<file path="src/rtl/regfile_mbist_ctrl.sv">
// March C- BIST engine for the register file test port.
// Runs M0..M5 over addresses 1..max, with a one-cycle pipelined read compare.
module regfile_mbist_ctrl #(
  parameter int ADDR_WIDTH = 5,
  parameter int DATA_WIDTH = 32,
  parameter logic [DATA_WIDTH-1:0] PATTERN = '0,
  parameter bit STOP_ON_FAIL = 1'b1
) (
  input  logic                  clk,
  input  logic                  rst,
  input  logic                  start_i,
  output logic                  busy_o,
  output logic                  done_o,
  output logic                  fail_o,
  output logic [ADDR_WIDTH-1:0] fail_addr_o,
  output logic [2:0]            fail_elem_o,
  output logic [DATA_WIDTH-1:0] fail_data_o,
  output logic                  bist_o,
  output logic                  csn_t_o,
  output logic                  wen_t_o,
  output logic [ADDR_WIDTH-1:0] a_t_o,
  output logic [DATA_WIDTH-1:0] d_t_o,
  input  logic [DATA_WIDTH-1:0] q_t_i
);

  typedef enum logic [1:0] {
    IDLE,
    RUN,
    DRAIN,
    DONE
  } state_e;

  localparam logic [ADDR_WIDTH-1:0] AMAX = '1;
  localparam logic [ADDR_WIDTH-1:0] AMIN = ADDR_WIDTH'(1);

  state_e                  state_q, state_d;
  logic [2:0]              elem_q, elem_d;
  logic                    phase_q, phase_d;
  logic [ADDR_WIDTH-1:0]   addr_q, addr_d;

  logic                    cmp_vld_q;
  logic [DATA_WIDTH-1:0]   exp_q;
  logic [ADDR_WIDTH-1:0]   cmp_addr_q;
  logic [2:0]              cmp_elem_q;

  logic                    fail_q;
  logic [ADDR_WIDTH-1:0]   fail_addr_q;
  logic [2:0]              fail_elem_q;
  logic [DATA_WIDTH-1:0]   fail_data_q;

  logic                    run;
  logic                    is_read;
  logic                    last_op;
  logic                    desc;
  logic                    rd_one;
  logic                    wr_one;
  logic [ADDR_WIDTH-1:0]   end_addr;
  logic                    accept;
  logic                    new_fail;

  // Element 0 is write-only and element 5 read-only; the rest are read then write.
  assign run      = (state_q == RUN);
  assign is_read  = !phase_q && (elem_q != 3'd0);
  assign last_op  = phase_q || (elem_q == 3'd0) || (elem_q == 3'd5);
  assign desc     = (elem_q >= 3'd3);
  assign rd_one   = (elem_q == 3'd2) || (elem_q == 3'd4);
  assign wr_one   = (elem_q == 3'd1) || (elem_q == 3'd3);
  assign end_addr = desc ? AMIN : AMAX;
  assign accept   = start_i && ((state_q == IDLE) || (state_q == DONE));
  assign new_fail = cmp_vld_q && (q_t_i != exp_q) && !fail_q;

  always_comb begin
    state_d = state_q;
    elem_d  = elem_q;
    phase_d = phase_q;
    addr_d  = addr_q;
    unique case (state_q)
      IDLE, DONE: begin
        if (start_i) begin
          state_d = RUN;
          elem_d  = 3'd0;
          phase_d = 1'b0;
          addr_d  = AMIN;
        end
      end
      RUN: begin
        if (!last_op) begin
          phase_d = 1'b1;
        end else begin
          phase_d = 1'b0;
          if (addr_q == end_addr) begin
            if (elem_q == 3'd5) begin
              state_d = DRAIN;
            end else begin
              elem_d = elem_q + 3'd1;
              addr_d = (elem_q >= 3'd2) ? AMAX : AMIN;
            end
          end else if (desc) begin
            addr_d = addr_q - AMIN;
          end else begin
            addr_d = addr_q + AMIN;
          end
        end
        if (STOP_ON_FAIL && new_fail) state_d = DONE;
      end
      DRAIN: state_d = DONE;
      default: state_d = IDLE;
    endcase
  end

  always_ff @(posedge clk) begin
    if (rst) begin
      state_q     <= IDLE;
      elem_q      <= 3'd0;
      phase_q     <= 1'b0;
      addr_q      <= '0;
      cmp_vld_q   <= 1'b0;
      exp_q       <= '0;
      cmp_addr_q  <= '0;
      cmp_elem_q  <= 3'd0;
      fail_q      <= 1'b0;
      fail_addr_q <= '0;
      fail_elem_q <= 3'd0;
      fail_data_q <= '0;
    end else begin
      state_q   <= state_d;
      elem_q    <= elem_d;
      phase_q   <= phase_d;
      addr_q    <= addr_d;
      cmp_vld_q <= run && is_read && (state_d != DONE);
      if (run && is_read) begin
        exp_q      <= rd_one ? ~PATTERN : PATTERN;
        cmp_addr_q <= addr_q;
        cmp_elem_q <= elem_q;
      end
      if (accept) begin
        fail_q      <= 1'b0;
        fail_addr_q <= '0;
        fail_elem_q <= 3'd0;
        fail_data_q <= '0;
      end else if (new_fail) begin
        fail_q      <= 1'b1;
        fail_addr_q <= cmp_addr_q;
        fail_elem_q <= cmp_elem_q;
        fail_data_q <= q_t_i;
      end
    end
  end

  assign busy_o      = (state_q == RUN) || (state_q == DRAIN);
  assign bist_o      = busy_o;
  assign done_o      = (state_q == DONE);
  assign fail_o      = fail_q;
  assign fail_addr_o = fail_addr_q;
  assign fail_elem_o = fail_elem_q;
  assign fail_data_o = fail_data_q;
  assign csn_t_o     = !run;
  assign wen_t_o     = !(run && !is_read);
  assign a_t_o       = run ? addr_q : '0;
  assign d_t_o       = (run && !is_read) ?
                       (wr_one ? ~PATTERN : PATTERN) : '0;

endmodule

</file>
<file path="config.mk">
export PLATFORM = sky130hd
export DESIGN_NAME = regfile_mbist_ctrl
export DESIGN_NICKNAME = d
export VERILOG_FILES = /design/src/rtl/regfile_mbist_ctrl.sv
export SDC_FILE = /design/constraint.sdc
export NUM_CORES = 1
export LEC_CHECK = 0
export ABC_AREA = 1
export BUFFER_PORTS_ARGS = -buffer_cell sky130_fd_sc_hd__buf_2
export CORE_MARGIN = 5
export CORE_UTILIZATION = 45
export DETAILED_ROUTE_END_ITERATION = 8
export GPL_ROUTABILITY_DRIVEN = 0
export PLACE_DENSITY = 0.79
export SLEW_MARGIN = 20
export SYNTH_ARGS = -nofsm -noshare
export SYNTH_HDL_FRONTEND = slang
export SYNTH_SLANG_ARGS = --single-unit
</file>
<file path="constraint.sdc">
create_clock -name clk -period 2.95 [get_ports clk]
set_input_delay 0.59 -clock clk [delete_from_list [all_inputs] [get_ports clk]]
set_output_delay 0.59 -clock clk [all_outputs]
set_load 0.03 [all_outputs]
</file>
* Word level (Yosys, flattened, before mapping)
Index checks and enable logic that the tools add are counted.
Word-level totals: flip-flop bits (word level) 93, logic and storage cells 86, bits of input ports 35
Operators by class: muxes and demuxes 26, magnitude comparators 2, reduce and logical (&&, ||, !) cells 27, $add $sub $neg 3, eq/ne operators 16
Operators with widths (count):
- $mux 32 | 3
- $mux 5 | 8
- $ne 32x32->1 | 1
- $mux 3 | 4
- $mux 2 | 5
- $pmux 5 s2 | 1
- $logic_and 1x1->1 | 7
- $eq 3x2->1 const B | 2
- $eq 3x3->1 const B | 2
- $ge 3x2->1 const B | 2
- $logic_or 1x1->1 | 6
- $ne 2x2->1 const B | 3
- $pmux 2 s3 | 1
- $pmux 3 s2 | 1
- $add 5x1->5 const B | 1
- $eq 5x5->1 | 1
- $logic_not 1->1 | 5
- $reduce_and 5->1 | 1
- $sub 5x1->5 const B | 1
- $eq 2x2->1 const B | 2
- $ne 2x1->1 const B | 2
- $reduce_and 4->1 | 1
- $reduce_or 2->1 | 2
- $add 3x1->3 const B | 1
- 10 further kinds | 11

* Logic depth before layout (Yosys ltp)
Gate-level depths: netlist of the first run.
depth after elaboration 9, depth in mapped cells 16

* Least setup slack after synthesis of the first run
OpenSTA, ideal clock, no wires.
path type flip-flop to output port, start point register state_q[0], end point output port d_t_o[10], cell stages (with the launch flop) 6, slack -0.378 ns, arrival 2.738 ns, buffers on the path 2, data required time 2.360 ns, cells stage by stage dfxtp_1 ha_1 buf_2 nand2_1 nor2_1 buf_4
Between the ends: longest elaborated chain between the ends 3
Ends and longest elaborated chain:
- start, declared | line 36 | state_e state_q, state_d;
- start signal, assigned | line 126 | state_q <= state_d;
- $eq 2x1->1 | line 62 | assign run = (state_q == RUN);
- $logic_and 1x1->1 | line 160 | assign d_t_o = (run && !is_read) ?
- $mux 32 | line 160
- end, declared | line 22 | output logic [DATA_WIDTH-1:0] d_t_o,
Every way passes these cells.

* Worst setup path in the final report of the first run
start point register elem_q[0], end point register addr_q[2]
Between the ends: longest elaborated chain between the ends 6
Ends and longest elaborated chain:
- start, declared | line 37 | logic [2:0] elem_q, elem_d;
- start signal, assigned | line 127 | elem_q <= elem_d;
- $ge 3x2->1, on equally long branches | line 65, 96
- $mux 5, on equally long branches | line 68, 96
- $eq 5x5->1 / $mux 5 (equally long branches) | line 91, 92
- $mux 5 | line 91 | if (addr_q == end_addr) begin
- $mux 5 | line 87 | if (!last_op) begin
- $pmux 5 s2 | line 77 | unique case (state_q)
- end signal, assigned | line 129 | addr_q <= addr_d;
- end, declared | line 39 | logic [ADDR_WIDTH-1:0] addr_q, addr_d;
Parallel ways exist; a longest one is shown, timed or not. The select of a mux whose other input is x is not followed. A chain may end at the register's enable or synchronous reset.

==> results.md, run 1 <==
- Syn. warnings: 0
- Clock buffer count from CTS: 9
- Vias: ~3000
- CP startpoint kind: flop
- PortBufs: 117
- Post-synth top flop: dfxtp_1
- Fraction of registers with async set/reset: 0%
- Number of global-route vias before repair: 2831
- Fraction of layout cells with a size suffix above 1: 30.26%
- CTS tree: built
- Clock Latency Late Sink: 0.33 ns
- Post CTS Setup Buffer Count: 0
- Minimum clock period: 2.462 ns
- DRC: 0
- CTS Hold Buffers Added: 0
- Buffers & Inverters on Critical Path: 0
- Largest cells by area after synthesis: dfxtp_1 39%, nand2_1 18%, a21oi_1 7.8%
- Critical Path Most Common Cell: ha_1
- Leakage: 1.888 nW
- Final Util: 55.34%
- Area leader, netlist: dfxtp_1
- FMAX: between 400 and 500 MHz
- Max cap viols: 0
- Core area: roughly 6900 um2
- Placed cell areas: roughly 3600 um2
- CP max stage cell: dfxtp_1
- Deepest clock path buffer count: 2
- CTS Sinks: 62
- Synth cell types: 33
- Post-Syn Nets: 488
- CTS resizes: 0
- Crit-path cells: ha_1 -> ha_1 -> nor2_1 -> nand2_1 -> ha_1 -> ha_1 -> and3_1 -> nand2_2 -> nand2_1 -> a21oi_2 -> o21ai_1 -> a21oi_1
- Crit path kind: reg -> reg
- Number of flops mapped to enable cells by yosys: 0
- Post-Syn Area: ~3200 um2
- Post-route cell area: approximately 3800 um2
- Die area: 8899 um2
- Clock transition at path regs: 0.07 ns
- Die Span X: 94.34 um
- Die H: 94.34 um
- Hold Path Class: reg -> reg
- Slew Viols, Final: 0
- Total gr overflow: 0
- Gr usage total: 17.01%
- Slowest stage delay, CP: 0.35 ns
- Clock H-tree levels: 3
- Slew @ Worst Pin: 0.6698 ns
- Syn avg cell area: 7.274 um2
- Clk root buf: clkbuf_8
- Max VDD drop: between 0.3 and 0.4 mV
- Fillers: 656
- First-pass GRT wire length: between 10000 and 15000 um
- Final period util: 83.47%
- DRT Pass-1 Iters: 4
- Max_slew headroom: 55.28%
- Final Hold Fails: 0
- Starting Density: 46.59%
- Area Growth Syn to Fin: 18.76%
- Register bit total from synthesis: between 60 and 70
- Vias per cell: roughly 4.8
- Status: finished clean
- Fin nets: 575
- Seq/Total Area, Yosys: about 39%
- Pin count of the biggest net entering global routing: 42
- Worst path required time: about 3.2 ns
- Yosys top cell area share: 38.78%
- Antenna-violating nets left: 0
- Setup violators final: 0
- Row Count: 30
- Post-DP HPWL: 5783 um
- Crit path arrival time: 2.73 ns
- Gate Count Post-Synth: 440
- IO Pins: about 120
- Drt wl/cell: 12.18 um
- Setup TNS: 0 ns
- Diodes inserted: 0
- Final WL: 7652 um
- Clock Skews: between 0.004 and 0.005 ns
- Delay-heaviest family, CP: adder cells
- Initial antenna violation count: 0
- Cell Pwr Density: 802.0 nW/um2
- Unrepaired setup endpoints after global routing: false
- Drt first-iter violations: between 100 and 150
- CP endpoint kind: flop
- Worst-path fanout max: 5
cell families (layout without fill, tap and decap cells):
family / Yosys count / after routing / share of synthesized area (%)
buffers and inverters: 74 / 166 / 14.35
adder cells (fa/ha/maj): 13 / 13 / 5.317
flip-flops: 62 / 62 / 38.78
AO/OA/AOI/OAI: 74 / 74 / 13.41
XOR/XNOR: 2 / 2 / 0.7820
AND/OR/NAND/NOR: 215 / 215 / 27.37
synth_stat cells, types with 8 or more instances:
| cell type | instances |
|---|---|
| a21oi_1 | 50 |
| buf_4 | 32 |
| buf_6 | 8 |
| dfxtp_1 | 62 |
| ha_1 | 12 |
| inv_1 | 22 |
| nand2_1 | 151 |
| nand3_1 | 11 |
| nor2_1 | 32 |
worst paths after layout:
check	start	endpoint	slack, ns	cells past startpoint
max	elem_q[0]	addr_q[2]	0.49	12
min reg2reg	fail_data_o[27]	fail_data_o[27]	0.46	2
max reg2reg	elem_q[0]	addr_q[2]	0.49	12
min	fail_data_o[27]	fail_data_o[27]	0.46	2
cell type report:
type                       count  area (um2)  area share [%]
inverter                      28       105.1           2.765
clock buffer                  11       151.4           3.983
timing repair buffer         122       623.1           16.39
sequential                    62        1241           32.65
tap                           96       120.1           3.160
clock inverter                 5       57.56           1.514
multi-input combinational    304        1503           39.53
placed cells by master, fill, tap and decap left out, types with 3 or more instances in the layout:
cell type,synthesis,final
or2_1,3,3
a21oi_1,50,50
ha_1,12,12
nor2_2,2,3
nand2_1,151,151
a21oi_2,5,5
dfxtp_1,62,62
nand3b_1,4,4
o21ai_0,5,5
nand3_1,11,11
inv_1,22,22
a211oi_1,5,5
o21ai_1,4,4
buf_4,32,5
nor3_1,5,5
buf_2,1,117
inv_2,5,5
nor2_1,32,31
clkbuf_8,0,11
nand2_2,3,3
flip-flops by register name, indices dropped and copies added, names as in the netlist, 2 cells and up:
signal       cells
cmp_elem_q       3
fail_data_o     32
state_q          2
cmp_addr_q       5
elem_q           3
fail_addr_o      5
fail_elem_o      3
addr_q           5
report_power, final:
group | total (mW) | internal (mW) | switching [mW]
Combinational | 1.25 | 0.366 | 0.886
Sequential | 1.03 | 0.937 | 0.0954
Clock | 0.764 | 0.436 | 0.328
Total | 3.05 | 1.74 | 1.31
tightest hold or removal path: cells and delay by family (launching register included):
family / cells / cell delay (ns)
and+or+nand+nor: 1 / 0.06
DFF: 1 / 0.31
AOI/OAI and AO/OA: 1 / 0.05
per-layer routing:
metal | up-vias | part of all wire [%] | global-route usage [%]
li1 | 1552 | - | -
met1 | 1349 | 43 | 19.68
met2 | 86 | 48 | 30.08
met3 | 9 | 7.2 | 4.622
met4 | 0 | 1.3 | 6.017
met5 | - | 0 | 0
stage by stage:
stage | setup WS [ns] | cells | power (mW) | hold slack, ns
2_1_floorplan | 0.1720 | 440 | 2.082 | 0.4358
3_3_place_gp | 0.6428 | 612 | 2.271 | 0.4475
3_5_place_dp | 0.5172 | 612 | 2.305 | 0.4539
4_1_cts | 0.4812 | 628 | 3.071 | 0.4646
5_1_grt | 0.3045 | 628 | 3.245 | 0.4812
6_report | 0.4875 | 628 | 3.049 | 0.4622
Power figures use the tool's default switching activity.
==> run 2, diff against run 1 <==
- PLACE_DENSITY: 0.79 -> 0.82
- clock period: 2.95 -> 2.25 ns (I/O delays scaled with it)
==> results.md, run 2 (synthesis results as in run 1) <==
- Largest register FFs: 32 (unchanged)
- Final period util: between 90% and 100%
- Hold endpoint: fail_data_o[24]
- CTS Sinks: 62 (unchanged)
- Pin count of the biggest net entering global routing: 42 (unchanged)
- Worst Reg-to-Reg Cells: 12 (unchanged)
- Fillers: 589 (-10%)
- Row Count: 30 (unchanged)
- Crit path kind: reg -> out
- Combinational share of power: 46.0% (+4.9 points)
- CP startpoint kind: flop
- Most frequent cells in the layout: 146 x nand2_1, 85 x buf_2, 59 x dfxtp_1
- Slew Viols, Final: 0 (unchanged)
- Clock Latency Late Sink: 0.34 ns (about the same)
- Deepest clock path buffer count: 2 (unchanged)
- Cell Pwr Density: 1077 nW/um2 (+34%)
- Slew @ Worst Pin: 0.6589 ns (-0.01087 ns)
- Clock H-tree levels: 3 (unchanged)
- Placed cell areas: 3670 um2 (+2.2%)
- Worst path required time: 1.80 ns (-1.42 ns)
- Max cap viols: 0 (unchanged)
- Starting Density: 46.59% (unchanged)
- Vias per cell: 4.903 (+2.8%)
- Die area: 8899 um2 (unchanged)
- Crit path arrival time: 1.78 ns (-0.95 ns)
- Initial antenna violation count: 0 (unchanged)
- Vias: 3177 (+6.0%)
- IO Pins: 118 (unchanged)
- Highest routed layer: met4
- Status: finished clean
- Clock transition at path regs: 0.07 ns (about the same)
- Max VDD drop: 0.9975 mV (+190%)
- Number of global-route vias before repair: 2977 (+5.2%)
- Max_slew headroom: 56.01% (+0.73 points)
- Area Growth Syn to Fin: 40.38%
- First-pass GRT wire length: 13280 um (+8.1%)
- Post-route cell area: 4493 um2 (+18%)
- Antenna-violating nets left: 0 (unchanged)
- Gr usage total: 18.46% (+1.4 points)
- Die Span X: 94.34 um (unchanged)
- DR WL met3: 737 um (+34%)
- Setup violators final: 0 (unchanged)
- Minimum clock period: 2.234 ns
- WHS Path Cells: 3 (+1)
- Worst hold start: q_t_i[24]
- Leakage: 2.089 nW (+11%)
- WL met1: 3663 um (+11%)
- Drt wl/cell: 13.87 um (+14%)
- DRC: 0 (unchanged)
- DRT Pass-1 Iters: 4 (unchanged)
- Clk root buf: clkbuf_8
- CTS tree: built
- Clock buffer count from CTS: 9 (unchanged)
- Switch Pwr: 1.974 mW (+51%)
- Final worst slack: 0.01593 ns (-0.4716 ns)
- Worst-path fanout max: 8 (+3)
- Commonest non-fill, non-tap cell in the layout: nand2_1
- Hold Path Class: in -> reg
- Worst reg2reg setup slack: 0.05 ns (-0.44 ns)
- Die H: 94.34 um (unchanged)
- Final Hold Fails: 0 (unchanged)
- Diodes inserted: 0 (unchanged)
- PortBufs: 117 (unchanged)
- Worst r2r dst: addr_q[2]
- Hold Slack: 0.3687 ns (-0.09347 ns)
- Post-DP HPWL: 5824 um (+0.71%)
- Fin nets: 595 (+3.5%)
- Int Power: 2.865 mW (+65%)
- Final WL: 8988 um (+17%)
- Clock Power Share: 25.9% (+0.9 points)
- CTS Hold Buffers Added: 0 (unchanged)
- Drt first-iter violations: 148 (+15%)
- Reg-to-reg startpoint: elem_q[0]
- CP endpoint kind: output port
- Fraction of layout cells with a size suffix above 1: 37.14% (+6.9 points)
- FMAX: 447.6 MHz
- Pre-CTS setup slack: -0.1043 ns (-0.6215 ns)
- Met2 WL post-DR: 4462 um (+20%)
- Clock Skews: 0.009052 ns (+0.004485 ns)
- Switching share of power: 40.78% (-2.2 points)
- Sequential Power Share: 28.1% (-5.8 points)
- Total gr overflow: 0 (unchanged)
- Core area: 6869 um2 (unchanged)
run 2: cell types whose count changed in the layout (fill, tap and decap cells not counted), sizes merged:
cell    delta
inv        +1
clkbuf     +1
clkinv     -3
buf       +19
bufinv     +2
run 2: power groups by stage:
stage	Combinational [mW]	Sequential, mW	Clock (mW)
6_report	2.22	1.36	1.25
3_3_place_gp	1.69	1.36	0
4_1_cts	1.92	1.35	1.26
3_5_place_dp	1.73	1.37	0
5_1_grt	2.40	1.38	1.32
2_1_floorplan	1.32	1.42	0
run 2: worst max-delay path by stage:
stage	startpoint	to	cells after the start
CTS	elem_q[1]	d_t_o[22]	9
global route	elem_q[1]	cmp_vld_q	16
global placement	elem_q[0]	addr_q[2]	12
finish	elem_q[1]	d_t_o[25]	10
floorplan	elem_q[0]	addr_q[1]	12
detailed placement	elem_q[0]	elem_q[0]	11
run 2: routing by layer:
| layer | global-route usage (%) | up-vias |
|---|---|---|
| met5 | 0 | - |
| li1 | - | 1587 |
| met4 | 7.220 | 0 |
| met3 | 3.426 | 12 |
| met1 | 22.17 | 1454 |
| met2 | 32.51 | 124 |
run 2: stage by stage:
stage               std cells  power, mW  util, %  setup TNS (ns)
global placement          618      3.058    53.42               0
CTS                       640      4.529    60.71         -0.4052
finish                    648      4.839    65.41               0
floorplan                 440      2.740        -               0
global route              648      5.099    65.41         -0.6861
detailed placement        618      3.106    53.42         -0.6018
run 2: layout make-up:
type / count / area (um2) / share of cell area [%]
clock buffer: 11 / 151.4 / 3.370
clock inverter: 5 / 103.9 / 2.311
inverter: 28 / 115.1 / 2.562
multi-input combinational: 304 / 1657 / 36.87
sequential: 62 / 1245 / 27.71
tap: 96 / 120.1 / 2.673
timing repair buffer: 142 / 1101 / 24.51
run 2: worst max-delay path: stages, from the launching register on:
cell	delay, ns
dfxtp_2	0.33
buf_6	0.13
inv_6	0.06
ha_4	0.13
nand2_2	0.05
nand2_2	0.09
nand2_4	0.06
nor2_4	0.15
buf_6	0.14
clkbuf_16	0.17
buf_8	0.13
run 2: timing repair:
item                                    4_1_cts  5_1_grt
cloned                                        2        1
gates resized for setup                      52       63
hold endpoints to repair                      0        0
buffers inserted                              4        7
endpoints found under the setup margin       40       43
pin swaps                                     4        5
==> run 3, diff against run 2 <==
- CORE_UTILIZATION: 45 -> 33
- PLACE_DENSITY: 0.82 -> 0.64
- clock period: 2.25 -> 2 ns (I/O delays scaled with it)
==> results.md, run 3 (synthesis results as in run 1) <==
- Antenna-violating nets left: 0 (unchanged)
- Worst r2r dst: addr_q[2]
- Row Count: 36 (+20%)
- Clock H-tree levels: 3 (unchanged)
- CTS tree: built
- Power Total: 5.321 mW (+10%)
- Fraction of layout cells with a size suffix above 1: 38.75% (+1.6 points)
- Storage cell area: 1245 um2 (unchanged)
- Leakage: 2.113 nW (+1.2%)
- Post-Layout Cell Count: 693 (+6.9%)
- Slew Viols, Final: 0 (unchanged)
- Reg-to-reg startpoint: elem_q[1]
- Final Util: 48.27% (-17 points)
- Placed cell areas: 3847 um2 (+4.8%)
- Die area: 11770 um2 (+32%)
- Final Hold Fails: 0 (unchanged)
- Hold endpoint: fail_data_o[9]
- Die Span X: 108.5 um (+15%)
- Pin count of the biggest net entering global routing: 42 (unchanged)
- Max_slew headroom: 56.01% (about the same)
- Crit path arrival time: 1.77 ns (about the same)
- Crit-path cells: buf_6 -> inv_6 -> ha_4 -> nand2_2 -> nand2_2 -> nand2_4 -> nor2_4 -> buf_6 -> buf_4
- CP max stage cell: dfxtp_2
- CTS Hold Buffers Added: 0 (unchanged)
- Die H: 108.5 um (+15%)
- Core area: 9594 um2 (+40%)
- Post-route cell area: 4631 um2 (+3.1%)
- Initial antenna violation count: 0 (unchanged)
- Clock transition at path regs: 0.07 ns (about the same)
- WHS Path Cells: 3 (unchanged)
- PortBufs: 117 (unchanged)
- Fin nets: 603 (+1.3%)
- Starting Density: 33.36% (-13 points)
- DRC: 0 (unchanged)
- Worst reg2reg setup slack: -0.13 ns (-0.18 ns)
- Max cap viols: 0 (unchanged)
- Most frequent cells in the layout: 145 x nand2_1, 84 x buf_2, 59 x dfxtp_1
- Worst path required time: 1.60 ns (-0.20 ns)
- Switching share of power: 41.12% (+0.33 points)
- Placed Cells: 664 (+7.4%)
- Worst Reg-to-Reg Cells: 12 (unchanged)
- Post-DP HPWL: 6163 um (+5.8%)
- Area Growth Syn to Fin: 44.68%
- Footprint of the multi-input gates: 1693 um2 (+2.2%)
- Pre-CTS setup slack: -0.1730 ns (-0.06872 ns)
- Vias per cell: 4.499 (-8.2%)
- DRT Pass-1 Iters: 6 (+2)
- Drt first-iter violations: 136 (-8.1%)
- Clock Latency Late Sink: 0.34 ns (about the same)
- Cell Pwr Density: 1149 nW/um2 (+6.7%)
- Drt wl/cell: 12.84 um (-7.4%)
- Final period util: 108.3%
- CP endpoint kind: output port
- First-pass GRT wire length: 12590 um (-5.2%)
- Failing checks: negative setup slack
- Hold Slack: 0.3210 ns (-0.04771 ns)
- Clock Power Share: 22.7% (-3.2 points)
- IO Pins: 118 (unchanged)
- Slowest stage delay, CP: 0.34 ns (about the same)
- Commonest non-fill, non-tap cell in the layout: nand2_1
- Largest register FFs: 32 (unchanged)
- Gr usage total: 13.56% (-4.9 points)
- Slew @ Worst Pin: 0.6433 ns (-0.01564 ns)
- Deepest clock path buffer count: 2 (unchanged)
- Fillers: 988 (+68%)
- Max VDD drop: 0.4578 mV (-54%)
- Clk root buf: clkbuf_8
- Final worst slack: -0.1668 ns (-0.1827 ns)
- Buffers & Inverters on Critical Path: 4 (-1)
- Hold Path Class: in -> reg
- Total gr overflow: 0 (unchanged)
- Switch Pwr: 2.188 mW (+11%)
- Minimum clock period: 2.167 ns
- Clock Skews: 0.006974 ns (-0.002078 ns)
- Status: complete, but fails checks
- Unrepaired setup endpoints after global routing: true
- CP startpoint kind: flop
- Clock buffer count from CTS: 9 (unchanged)
- Combinational share of power: 48.6% (+2.6 points)
- Sequential Power Share: 28.7% (+0.6 points)
- Setup TNS: -5.492 ns (-5.492 ns)
- Worst-path fanout max: 8 (unchanged)
- Worst hold start: q_t_i[9]
- Crit path kind: reg -> out
- Diodes inserted: 0 (unchanged)
- Vias: 3118 (-1.9%)
- CTS Sinks: 62 (unchanged)
- Delay-heaviest family, CP: buffers and inverters
- Setup violators final: 42 (+42)
- Int Power: 3.133 mW (+9.3%)
- FMAX: 461.5 MHz
- Final WL: 8900 um (-0.98%)
- Number of global-route vias before repair: 2722 (-8.6%)
## run 3: cell types whose count changed in the layout (fill, tap and decap cells not counted), sizes merged
cell / previous run / this run
buf: 141 / 147
bufinv: 3 / 2
clkinv: 2 / 3
inv: 28 / 27
clkbuf: 12 / 15
## run 3: timing repair
action / CTS / global route
gates cloned: 0 / 3
pin swaps: 4 / 14
setup buffers: 1 / 9
setup endpoints to repair: 43 / 49
resized for setup: 40 / 80
## run 3: final cells by class
type,instances,share of cell area [%]
Tap cell,133,3.594
Multi-Input combinational cell,304,36.56
Sequential cell,62,26.88
Timing Repair Buffer,150,25.78
Clock inverter,4,1.513
Inverter,28,2.540
Clock buffer,12,3.134
## run 3: worst register-to-register path, cell delays in order, from the launching register on
cell and delay [ns]:
dfxtp_2 0.34, ha_4 0.16, ha_4 0.16, nor2_4 0.12
nand2_4 0.09, ha_4 0.29, ha_4 0.11, and3_4 0.20
nand2_4 0.08, o21ai_4 0.22, a21oi_2 0.08, o21ai_1 0.09
a21oi_1 0.08
## run 3: metal layers
layer	global-route usage [%]	vias to the layer above	wire length, um
li1	-	1609	-
met1	16.50	1422	3864
met2	22.64	74	4367
met3	4.597	13	554
met4	4.058	0	113
met5	0	-	0
## run 3: how the worst max path moves through the flow
stage,start,to,depth (start not counted)
after detailed placement,elem_q[0],elem_q[0],11
final,elem_q[1],d_t_o[8],9
after global routing,elem_q[0],d_t_o[8],9
after global placement,elem_q[0],elem_q[1],11
after floorplan,state_q[1],d_t_o[10],6
after CTS,elem_q[0],d_t_o[19],9
## run 3: power groups by stage
| stage | sequential, mW | clock (mW) | combinational (mW) |
|---|---|---|---|
| 3_3_place_gp | 1.53 | 0 | 2.07 |
| 3_5_place_dp | 1.53 | 0 | 2.11 |
| 6_report | 1.53 | 1.21 | 2.59 |
| 2_1_floorplan | 1.60 | 0 | 1.59 |
| 4_1_cts | 1.51 | 1.23 | 2.22 |
| 5_1_grt | 1.55 | 1.29 | 2.79 |
